==> src/rtl/vdp_cpu_reader_pkg.sv <==
`default_nettype none
// ============================================================================
//  Module      : vdp_cpu_reader_pkg
//  Description : Shared constants for the VDP CPU port (reader and writer).
//                Holds the address width, the port offsets, the control-byte
//                command prefixes, the status bit index and the prefetch FSM
//                state encoding.
//  Revision    : 1.0 - initial release
// ============================================================================
package vdp_cpu_reader_pkg;

   localparam int VDP_ADDR_W = 12;

   // Port offsets, selected by the IO address LSB
   localparam logic PORT_DATA = 1'b0;
   localparam logic PORT_CTRL = 1'b1;

   // Second control byte prefix (din[7:6]); the write port decodes the same set
   localparam logic [1:0] CMD_RD_ADDR = 2'b00;
   localparam logic [1:0] CMD_WR_ADDR = 2'b01;
   localparam logic [1:0] CMD_REG     = 2'b10;

   // Bit position of the vblank flag in the status byte
   localparam int ST_VBLANK = 7;

   // Prefetch FSM encoding
   typedef enum logic [1:0] {
      PF_IDLE    = 2'd0,
      PF_FETCH   = 2'd1,
      PF_WAIT    = 2'd2,
      PF_CAPTURE = 2'd3
   } pf_state_e;

endpackage : vdp_cpu_reader_pkg
`default_nettype wire

==> src/rtl/vdp_cpu_reader_prefetch.sv <==
`default_nettype none
// ============================================================================
//  Module      : vdp_cpu_reader_prefetch
//  Description : Read-ahead engine. On start it strobes VRAM at addr, waits
//                out the memory latency and captures the byte into the
//                read-ahead latch.
//  Ports       : phi_i/reset_i    clock, synchronous active-high reset
//                start_i          begin (or restart) a fetch at addr_i
//                addr_i           current read pointer
//                mem_rd_en_o      VRAM read strobe (FETCH state only)
//                mem_raddr_o      VRAM read address (always the pointer)
//                mem_rdata_i      VRAM data, MEM_LAT cycles after the strobe
//                busy_o           fetch in flight
//                data_o           read-ahead latch
//  Revision    : 1.0 - initial release
// ============================================================================
module vdp_cpu_reader_prefetch
   import vdp_cpu_reader_pkg::*;
#(
   parameter int ADDR_W  = VDP_ADDR_W,
   parameter int MEM_LAT = 1
) (
   input  logic              phi_i,
   input  logic              reset_i,
   input  logic              start_i,
   input  logic [ADDR_W-1:0] addr_i,
   output logic              mem_rd_en_o,
   output logic [ADDR_W-1:0] mem_raddr_o,
   input  logic [7:0]        mem_rdata_i,
   output logic              busy_o,
   output logic [7:0]        data_o
);

   // Number of WAIT cycles between FETCH and CAPTURE
   localparam logic [1:0] WAIT_CYC = 2'(MEM_LAT - 1);

   pf_state_e  state_q, state_d;
   logic [1:0] cnt_q, cnt_d;
   logic [7:0] data_q, data_d;

   always_ff @(posedge phi_i) begin
      if (reset_i) begin
         state_q <= PF_IDLE;
         cnt_q   <= 2'd0;
         data_q  <= 8'h00;
      end else begin
         state_q <= state_d;
         cnt_q   <= cnt_d;
         data_q  <= data_d;
      end
   end

   always_comb begin
      state_d     = state_q;
      cnt_d       = cnt_q;
      data_d      = data_q;
      mem_rd_en_o = 1'b0;
      busy_o      = (state_q != PF_IDLE);

      case (state_q)
         PF_IDLE: ;
         PF_FETCH: begin
            mem_rd_en_o = 1'b1;
            if (WAIT_CYC == 2'd0) begin
               state_d = PF_CAPTURE;
            end else begin
               state_d = PF_WAIT;
               cnt_d   = 2'd1;
            end
         end
         PF_WAIT: begin
            if (cnt_q == WAIT_CYC) begin
               state_d = PF_CAPTURE;
            end else begin
               cnt_d = cnt_q + 2'd1;
            end
         end
         PF_CAPTURE: begin
            data_d  = mem_rdata_i;
            state_d = PF_IDLE;
         end
         default: state_d = PF_IDLE;
      endcase

      // A new start always wins: the fetch in flight is abandoned and its
      // data never reaches the latch, even if it arrives this very cycle.
      if (start_i) begin
         state_d = PF_FETCH;
         cnt_d   = 2'd0;
         data_d  = data_q;
      end
   end

   assign mem_raddr_o = addr_i;
   assign data_o      = data_q;

endmodule : vdp_cpu_reader_prefetch
`default_nettype wire

==> src/rtl/vdp_cpu_reader.sv <==
`default_nettype none
// ============================================================================
//  Module      : vdp_cpu_reader
//  Description : CPU read-back path of the VDP. Serves reads of the data port
//                (read-ahead buffered VRAM) and the status port, snoops
//                control writes for read-address set commands, and owns the
//                read pointer and the vblank status flag.
//  Macro       : VDP_IRQ_EN - adds irq_en_i / int_n_o (registered interrupt)
//  Ports       : phi_i/reset_i    clock, synchronous active-high reset
//                rd_tick_i        qualified IO read pulse
//                wr_tick_i        qualified IO write pulse
//                a0_i             0 = data port, 1 = control/status port
//                din_i            CPU data, sampled on wr_tick_i
//                dout_o           byte presented to the CPU bus mux
//                vblank_i         synchronised vblank level
//                mem_rd_en_o      VRAM read strobe
//                mem_raddr_o      VRAM read address
//                mem_rdata_i      VRAM read data
//                flag_clr_o       pulse: writer clears its two-byte flag
//                busy_o           prefetch in flight
//                irq_en_i         interrupt enable (VDP_IRQ_EN only)
//                int_n_o          active-low interrupt (VDP_IRQ_EN only)
//  Revision    : 1.0 - initial release
// ============================================================================
module vdp_cpu_reader
   import vdp_cpu_reader_pkg::*;
#(
   parameter int ADDR_W  = VDP_ADDR_W,
   parameter int MEM_LAT = 1
) (
   input  logic              phi_i,
   input  logic              reset_i,
   input  logic              rd_tick_i,
   input  logic              wr_tick_i,
   input  logic              a0_i,
   input  logic [7:0]        din_i,
   output logic [7:0]        dout_o,
   input  logic              vblank_i,
   output logic              mem_rd_en_o,
   output logic [ADDR_W-1:0] mem_raddr_o,
   input  logic [7:0]        mem_rdata_i,
   output logic              flag_clr_o,
   output logic              busy_o
`ifdef VDP_IRQ_EN
   ,
   input  logic              irq_en_i,
   output logic              int_n_o
`endif
);

   logic [ADDR_W-1:0] rd_ptr_q, rd_ptr_d;
   logic              vb_flag_q, vb_flag_d;
   logic              pair_flag_q, pair_flag_d;
   logic [7:0]        lo_byte_q, lo_byte_d;
   logic              flag_clr_q, flag_clr_d;
   logic              vblank_q;
   logic              vb_rise;
   logic              start;
   logic [7:0]        ra_latch;
   logic [7:0]        status;

   always_ff @(posedge phi_i) begin
      if (reset_i) begin
         rd_ptr_q    <= '0;
         vb_flag_q   <= 1'b0;
         pair_flag_q <= 1'b0;
         lo_byte_q   <= 8'h00;
         flag_clr_q  <= 1'b0;
         vblank_q    <= 1'b0;
      end else begin
         rd_ptr_q    <= rd_ptr_d;
         vb_flag_q   <= vb_flag_d;
         pair_flag_q <= pair_flag_d;
         lo_byte_q   <= lo_byte_d;
         flag_clr_q  <= flag_clr_d;
         vblank_q    <= vblank_i;
      end
   end

   assign vb_rise = vblank_i & ~vblank_q;

   always_comb begin
      rd_ptr_d    = rd_ptr_q;
      vb_flag_d   = vb_flag_q;
      pair_flag_d = pair_flag_q;
      lo_byte_d   = lo_byte_q;
      flag_clr_d  = 1'b0;
      start       = 1'b0;

      if (rd_tick_i) begin
         if (a0_i == PORT_DATA) begin
            // CPU takes the current latch; advance and refill behind it
            rd_ptr_d = rd_ptr_q + ADDR_W'(1);
            start    = 1'b1;
         end else begin
            vb_flag_d   = 1'b0;
            pair_flag_d = 1'b0;
            flag_clr_d  = 1'b1;
         end
      end

      if (wr_tick_i && (a0_i == PORT_CTRL)) begin
         if (!pair_flag_q) begin
            lo_byte_d   = din_i;
            pair_flag_d = 1'b1;
         end else begin
            pair_flag_d = 1'b0;
            if (din_i[7:6] == CMD_RD_ADDR) begin
               rd_ptr_d = ADDR_W'({din_i[3:0], lo_byte_q});
               start    = 1'b1;
            end
         end
      end

      // A vblank edge coinciding with a status-read clear must not be lost
      if (vb_rise) begin
         vb_flag_d = 1'b1;
      end
   end

   vdp_cpu_reader_prefetch #(
      .ADDR_W  (ADDR_W),
      .MEM_LAT (MEM_LAT)
   ) u_prefetch (
      .phi_i       (phi_i),
      .reset_i     (reset_i),
      .start_i     (start),
      .addr_i      (rd_ptr_q),
      .mem_rd_en_o (mem_rd_en_o),
      .mem_raddr_o (mem_raddr_o),
      .mem_rdata_i (mem_rdata_i),
      .busy_o      (busy_o),
      .data_o      (ra_latch)
   );

   always_comb begin
      status            = 8'h00;
      status[ST_VBLANK] = vb_flag_q;
   end

   assign dout_o     = (a0_i == PORT_DATA) ? ra_latch : status;
   assign flag_clr_o = flag_clr_q;

`ifdef VDP_IRQ_EN
   logic int_n_q;

   always_ff @(posedge phi_i) begin
      if (reset_i) begin
         int_n_q <= 1'b1;
      end else begin
         int_n_q <= ~(vb_flag_q & irq_en_i);
      end
   end

   assign int_n_o = int_n_q;
`endif

endmodule : vdp_cpu_reader
`default_nettype wire
==> config.mk <==
export PLATFORM = sky130hd
export DESIGN_NAME = vdp_cpu_reader
export DESIGN_NICKNAME = d
export VERILOG_FILES = /design/src/rtl/vdp_cpu_reader_pkg.sv /design/src/rtl/vdp_cpu_reader_prefetch.sv /design/src/rtl/vdp_cpu_reader.sv
export SDC_FILE = /design/constraint.sdc
export NUM_CORES = 1
export LEC_CHECK = 0
export BUFFER_PORTS_ARGS = -buffer_cell sky130_fd_sc_hd__buf_2
export CORE_MARGIN = 2
export CORE_UTILIZATION = 35
export DETAILED_ROUTE_END_ITERATION = 12
export HOLD_SLACK_MARGIN = 0.06
export PLACE_DENSITY = 0.56
export SETUP_SLACK_MARGIN = 0.15
export SLEW_MARGIN = 30
export SYNTH_ARGS = -nofsm -noshare
export SYNTH_HDL_FRONTEND = slang
export SYNTH_SLANG_ARGS = --single-unit
==> constraint.sdc <==
create_clock -name phi_i -period 1.6 [get_ports phi_i]
set_input_delay 0.08 -clock phi_i [delete_from_list [all_inputs] [get_ports phi_i]]
set_output_delay 0.08 -clock phi_i [all_outputs]
set_load 0.005 [all_outputs]
==> results of run 1 <==
-- critical path, delay by kind of cell, from the launching register on --
family          cells  cell delay (ns)
compound gates      1             0.19
flops               1             0.38
simple gates        3             0.76
-- power groups by stage --
| stage | Sequential [uW] | Combinational (uW) | Clock, uW |
|---|---|---|---|
| 4_1_cts | 960 | 242 | 682 |
| 3_3_place_gp | 981 | 211 | 0 |
| 5_1_grt | 963 | 291 | 717 |
| 6_report | 958 | 258 | 666 |
| 2_1_floorplan | 976 | 128 | 0 |
| 3_5_place_dp | 982 | 212 | 0 |
-- state kept, by name (all words and copies together), names as in the netlist --
| register | count |
|---|---|
| flag_clr_o | 1 |
| lo_byte_q | 8 |
| pair_flag_q | 1 |
| rd_ptr_q | 12 |
| u_prefetch.cnt_q | 2 |
| u_prefetch.data_o | 8 |
| u_prefetch.state_q | 2 |
| vb_flag_q | 1 |
| vblank_q | 1 |
-- repair_timing --
| item | 4_1_cts | 5_1_grt |
|---|---|---|
| pin swaps | 0 | 7 |
| setup buffers | 0 | 5 |
| endpoints found under the setup margin | 3 | 15 |
| hold buffers | 16 | 0 |
| endpoints found under the hold margin | 16 | 0 |
| resized for setup | 2 | 19 |
-- how the worst max path moves through the flow --
stage / to / slack, ns / depth (start not counted)
global placement: rd_ptr_q[10]$_SDFF_PP0_ / 0.10 / 5
CTS: rd_ptr_q[10]$_SDFF_PP0_ / 0.11 / 5
detailed placement: rd_ptr_q[11]$_SDFF_PP0_ / 0.10 / 4
finish: rd_ptr_q[11]$_SDFF_PP0_ / 0.20 / 4
floorplan: rd_ptr_q[11]$_SDFF_PP0_ / 0.16 / 4
global route: rd_ptr_q[10]$_SDFF_PP0_ / 0.10 / 5
-- final cells by class --
class                      count  area, um2
timing repair buffer          73        503
sequential                    36        744
tap                           54       67.6
fill                         446       2310
clock buffer                   8       90.1
multi-input combinational    139        920
inverter                       8       30.0
-- cell families after synthesis --
| kind of cell | share of synthesized area (%) |
|---|---|
| XOR/XNOR | 5.81 |
| flip-flops | 43.4 |
| buffers and inverters | 3.92 |
| AND/OR/NAND/NOR | 24.7 |
| AO/OA/AOI/OAI | 12.1 |
| multiplexers | 5.51 |
| adder cells (fa/ha/maj) | 4.52 |
-- metal layers --
layer  track usage, %  share of wire (%)  vias up
li1                 -                  -      791
met1             20.7                 51      684
met2             24.0                 42       40
met3             4.97                6.0        4
met4             4.32               0.90        0
met5                0                  0        -
-- through the flow --
step	instance area [um2]	std cells	utilization, %	hold slack [ns]	setup slack, ns
floorplan	1660	192	-	0.208	0.156
global placement	1990	289	42.7	0.306	0.103
detailed placement	1990	289	42.7	0.310	0.101
CTS	2240	313	48.1	0.0677	0.105
global route	2350	318	50.5	0.0839	0.104
finish	2350	318	50.5	0.0896	0.196
-- placed cells by master (no fill, tap or decap), drive strengths merged, types with 2 or more instances in the layout --
cell type    instances
a211oi              10
nor2b               12
a311oi               2
xor2                 3
buf                 57
nand2               26
inv                  8
clkbuf               8
mux2i                8
or2                  3
dlygate4sd3         16
a21oi               11
xnor2                8
dfxtp               36
nand4b               2
nor2                27
nand3                2
nor3                 6
nand4                3
ha                   6
==> impl_metrics.ini, run 1 <==
[timing]
rsz0062_at_grt = yes
fin_worst_skew_ns = 0.00616
hold_viol = 0
slew_headroom_pct = 74.0
max_freq_mhz = 712
period_share_pct = 87.8
slew_viol_final = 0
tightestPinTransition_ns = 0.389
min_period_ns = 1.40
setup_tns_ns = 0
setup_viol = 0

[power_and_ir_drop]
ir_drop_mv = 0.475
power_uw = 1880
sw_frac_of_total_pct = 24.7
power_leakage_uw = 0.00108
clock_power_share_pct = 35.4
power_frac_seq_pct = 50.9
switchingPower_uw = 465
pwr_density_cell_nw_per_um2 = 800
pwr-share-comb_pct = 13.7
p_int_uw = 1420

[setup_path]
crit_path_top_delay_cell = or4_4
r2r_cells = 4
end_kind = register
regToRegEndpoint = rd_ptr_q[11]$_SDFF_PP0_
required_ns = 1.80
crit_type = register to register
crit_path_max_incr_delay_ns = 0.42
arrival_ns = 1.61
startpoint = rd_ptr_q[6]$_SDFF_PP0_
r2r-start = rd_ptr_q[6]$_SDFF_PP0_
cp_max_fo = 5
crit_path_cell_trace = nand4_4, or2_1, or4_4, a311oi_2
setup.worst_path.start_class = register
worst-r2r-setup-slack_ns = 0.20

[synthesis]
yosys_warnings = 0
syn_inst = 192
yosysMostFrequentCell = dfxtp_1
yosysSeqAreaShare_pct = 43.4
synth_common_cells = dfxtp_1, nor2_1, nand2_1
synth_cell_type_count = 33
ys_top_cells_by_area = dfxtp_1, nor2_1, nand2_1
yosys.area.top_type = dfxtp_1
ys_async_sr_fraction_pct = 0
syn_nets = 220
synth_flop_cell = dfxtp_1
synth_area_um2 = 1660
ys_ff_latch = 36
synth_area_per_cell_um2 = 8.64
synth_edf_count = 0
synth_top_area_share_pct = 43.4

[routing]
viasPerCell = 4.78
wire_per_inst_um = 12.3
antenna_left = 0
vias = 1519
finalWirelength_mm = 3.90
first_pass_iters = 4
drc = 0
drt_iter0_markers = 77

[run]
cap_violations = 0

[floorplan]
dieArea_um2 = 5310
rows = 25
num_io_pins = 45
core_um2 = 4660
die_width_um = 72.9
die_h_um = 72.9
start_util_pct = 35.6

[clocking]
root_buffer = clkbuf_8
cts_tree = built
cts_buffers = 5
clock-sinks = 36
clk_latency_ns = 0.28
clk_pin_slew_ns = 0.07
h-tree-depth = 2
clockBufferDepth = 2

[layout]
diodes = 0
drive_above_1_share_pct = 31.1
nNetsFinal = 291
area_growth_pct = 41.9

[place]
post-dp-hpwl_mm = 2.71
routabilityCongestion = 0.830
port_buffers = 44

[worst_hold_path]
min_from = din_i[6]
hold_end = lo_byte_q[6]$_SDFFE_PP0P_
hold_path_class = primary input to register
whs_path_depth = 3

[run_status]
status = finished clean

[global_route]
grt_pass1_vias = 1426
grt_usage_pct = 15.5
overflow = 0
grt_start_max_net_pins = 27
grt_first_pass_wirelength_mm = 6.43
antenna_found_initial = 0
(Power assumes the default switching activity.)
==> inputs of run 2 (changes only) <==
==> constraint.sdc (replaced) <==
create_clock -name phi_i -period 1.6 [get_ports phi_i]
set_input_delay 0.08 -clock phi_i [delete_from_list [all_inputs] [get_ports phi_i]]
set_output_delay 0.08 -clock phi_i [all_outputs]
set_load 0.02 [all_outputs]
==> impl_metrics.ini, run 2 (same netlist as run 1, synthesis figures left out) <==
[run_status]
status = finished clean

[place]
post-dp-hpwl_mm = 2.65
routabilityCongestion = 0.794
dpl_worst_slack_ns = 0.145
port_buffers = 44

[layout]
regMostFlops = rd_ptr_q
mostFrequentLayoutCells = buf_2, nor2_1, nand2_1
largest_register_ffs = 12
nNetsFinal = 286
drive_above_1_share_pct = 29.8
final_common_cell = buf_2
register_area_um2 = 746
diodes = 0
area_growth_pct = 38.3
multi_input_area_um2 = 898
n_fill_cell = 457

[global_route]
grt_pass1_vias = 1423
grt_start_max_net_pins = 27
grt_first_pass_wirelength_mm = 6.44
grt_usage_pct = 15.6
overflow = 0
antenna_found_initial = 0

[floorplan]
num_io_pins = 45
dieArea_um2 = 5310
rows = 25
core_um2 = 4660
die_h_um = 72.9
start_util_pct = 35.6
die_width_um = 72.9

[timing]
hold_viol = 0
slew_headroom_pct = 75.4
max_freq_mhz = 692
final.setup.worst_slack_ns = 0.155
setup_tns_ns = 0
tightestPinTransition_ns = 0.368
fin_worst_skew_ns = 0.00124
slew_viol_final = 0
period_share_pct = 90.3
min_period_ns = 1.44
setup_viol = 0
rsz0062_at_grt = yes

[setup_path]
end_kind = register
crit_type = register to register
regToRegEndpoint = rd_ptr_q[11]$_SDFF_PP0_
arrival_ns = 1.64
setup.worst_path.start_class = register
cp_max_fo = 8
worst-r2r-setup-slack_ns = 0.16
required_ns = 1.80
r2r_cells = 3
crit_end = rd_ptr_q[11]$_SDFF_PP0_
r2r-start = rd_ptr_q[2]$_SDFF_PP0_
startpoint = rd_ptr_q[2]$_SDFF_PP0_

[routing]
wire_per_inst_um = 12.0
first_pass_iters = 4
finalWirelength_mm = 3.73
drt_iter0_markers = 52
antenna_left = 0
drc = 0
vias = 1496
viasPerCell = 4.79

[clocking]
clk_pin_slew_ns = 0.07
clock-sinks = 36
root_buffer = clkbuf_8
clockBufferDepth = 2
cts_buffers = 5
h-tree-depth = 2
clk_latency_ns = 0.28
cts_tree = built

[worst_hold_path]
hold_path_class = primary input to register
min_from = din_i[6]

[power_and_ir_drop]
pwr_density_cell_nw_per_um2 = 838
ir_drop_mv = 0.489
power_leakage_uw = 0.00105

[run]
cap_violations = 0
==> run 2: changes by cell type in the layout (fill, tap and decap cells not counted), sizes merged <==
cell    before  now
clkbuf       8    7
buf         57   52
==> run 2: routing by layer <==
layer	wire length, um	vias to the layer above	track usage [%]
li1	-	780	-
met1	1850	668	20.9
met2	1610	43	24.0
met3	232	5	4.28
met4	40	0	5.76
met5	0	-	0
==> run 2: critical path, cell delays in order, from the launching register on <==
cell and delay, ns:
dfxtp_2 0.40, nand4b_4 0.18, or4_1 0.55, a311oi_2 0.23
==> run 2: worst min-delay path by stage <==
stage,to,slack [ns],depth (start not counted)
3_3_place_gp,vblank_q$_SDFF_PP0_,0.30,2
6_report,lo_byte_q[6]$_SDFFE_PP0P_,0.08,3
2_1_floorplan,vblank_q$_SDFF_PP0_,0.21,1
4_1_cts,lo_byte_q[6]$_SDFFE_PP0P_,0.07,3
3_5_place_dp,vblank_q$_SDFF_PP0_,0.31,2
5_1_grt,lo_byte_q[6]$_SDFFE_PP0P_,0.09,3
==> run 2: layout make-up <==
| class | count | share of cell area (%) |
|---|---|---|
| clock buffer | 7 | 4.20 |
| tap | 54 | 2.94 |
| timing repair buffer | 68 | 19.9 |
| inverter | 8 | 1.31 |
| sequential | 36 | 32.5 |
| multi-input combinational | 139 | 39.1 |
==> run 2: stage by stage <==
step                hold slack [ns]  area [um2]  instances  util, %  total power (uW)
floorplan                     0.208        1680        192        -              1130
global placement              0.302        1980        287     42.5              1210
detailed placement            0.312        1980        287     42.5              1210
CTS                          0.0691        2250        310     48.2              1950
global route                 0.0872        2290        312     49.2              2030
finish                       0.0781        2290        312     49.2              1920
==> run 2: report_power, final <==
group          switching (uW)  internal (uW)  leakage (uW)  total (uW)
Combinational             141            134      0.000703         275
Clock                     306            383     0.0000503         689
Sequential               29.6            929      0.000300         959
==> run 2: repair_timing <==
item | in CTS | in global routing
setup endpoints to repair | 3 | 12
hold buffers | 16 | 0
setup buffers | 0 | 2
resized for setup | 1 | 6
pin swaps | 0 | 1
hold endpoints to repair | 16 | 0
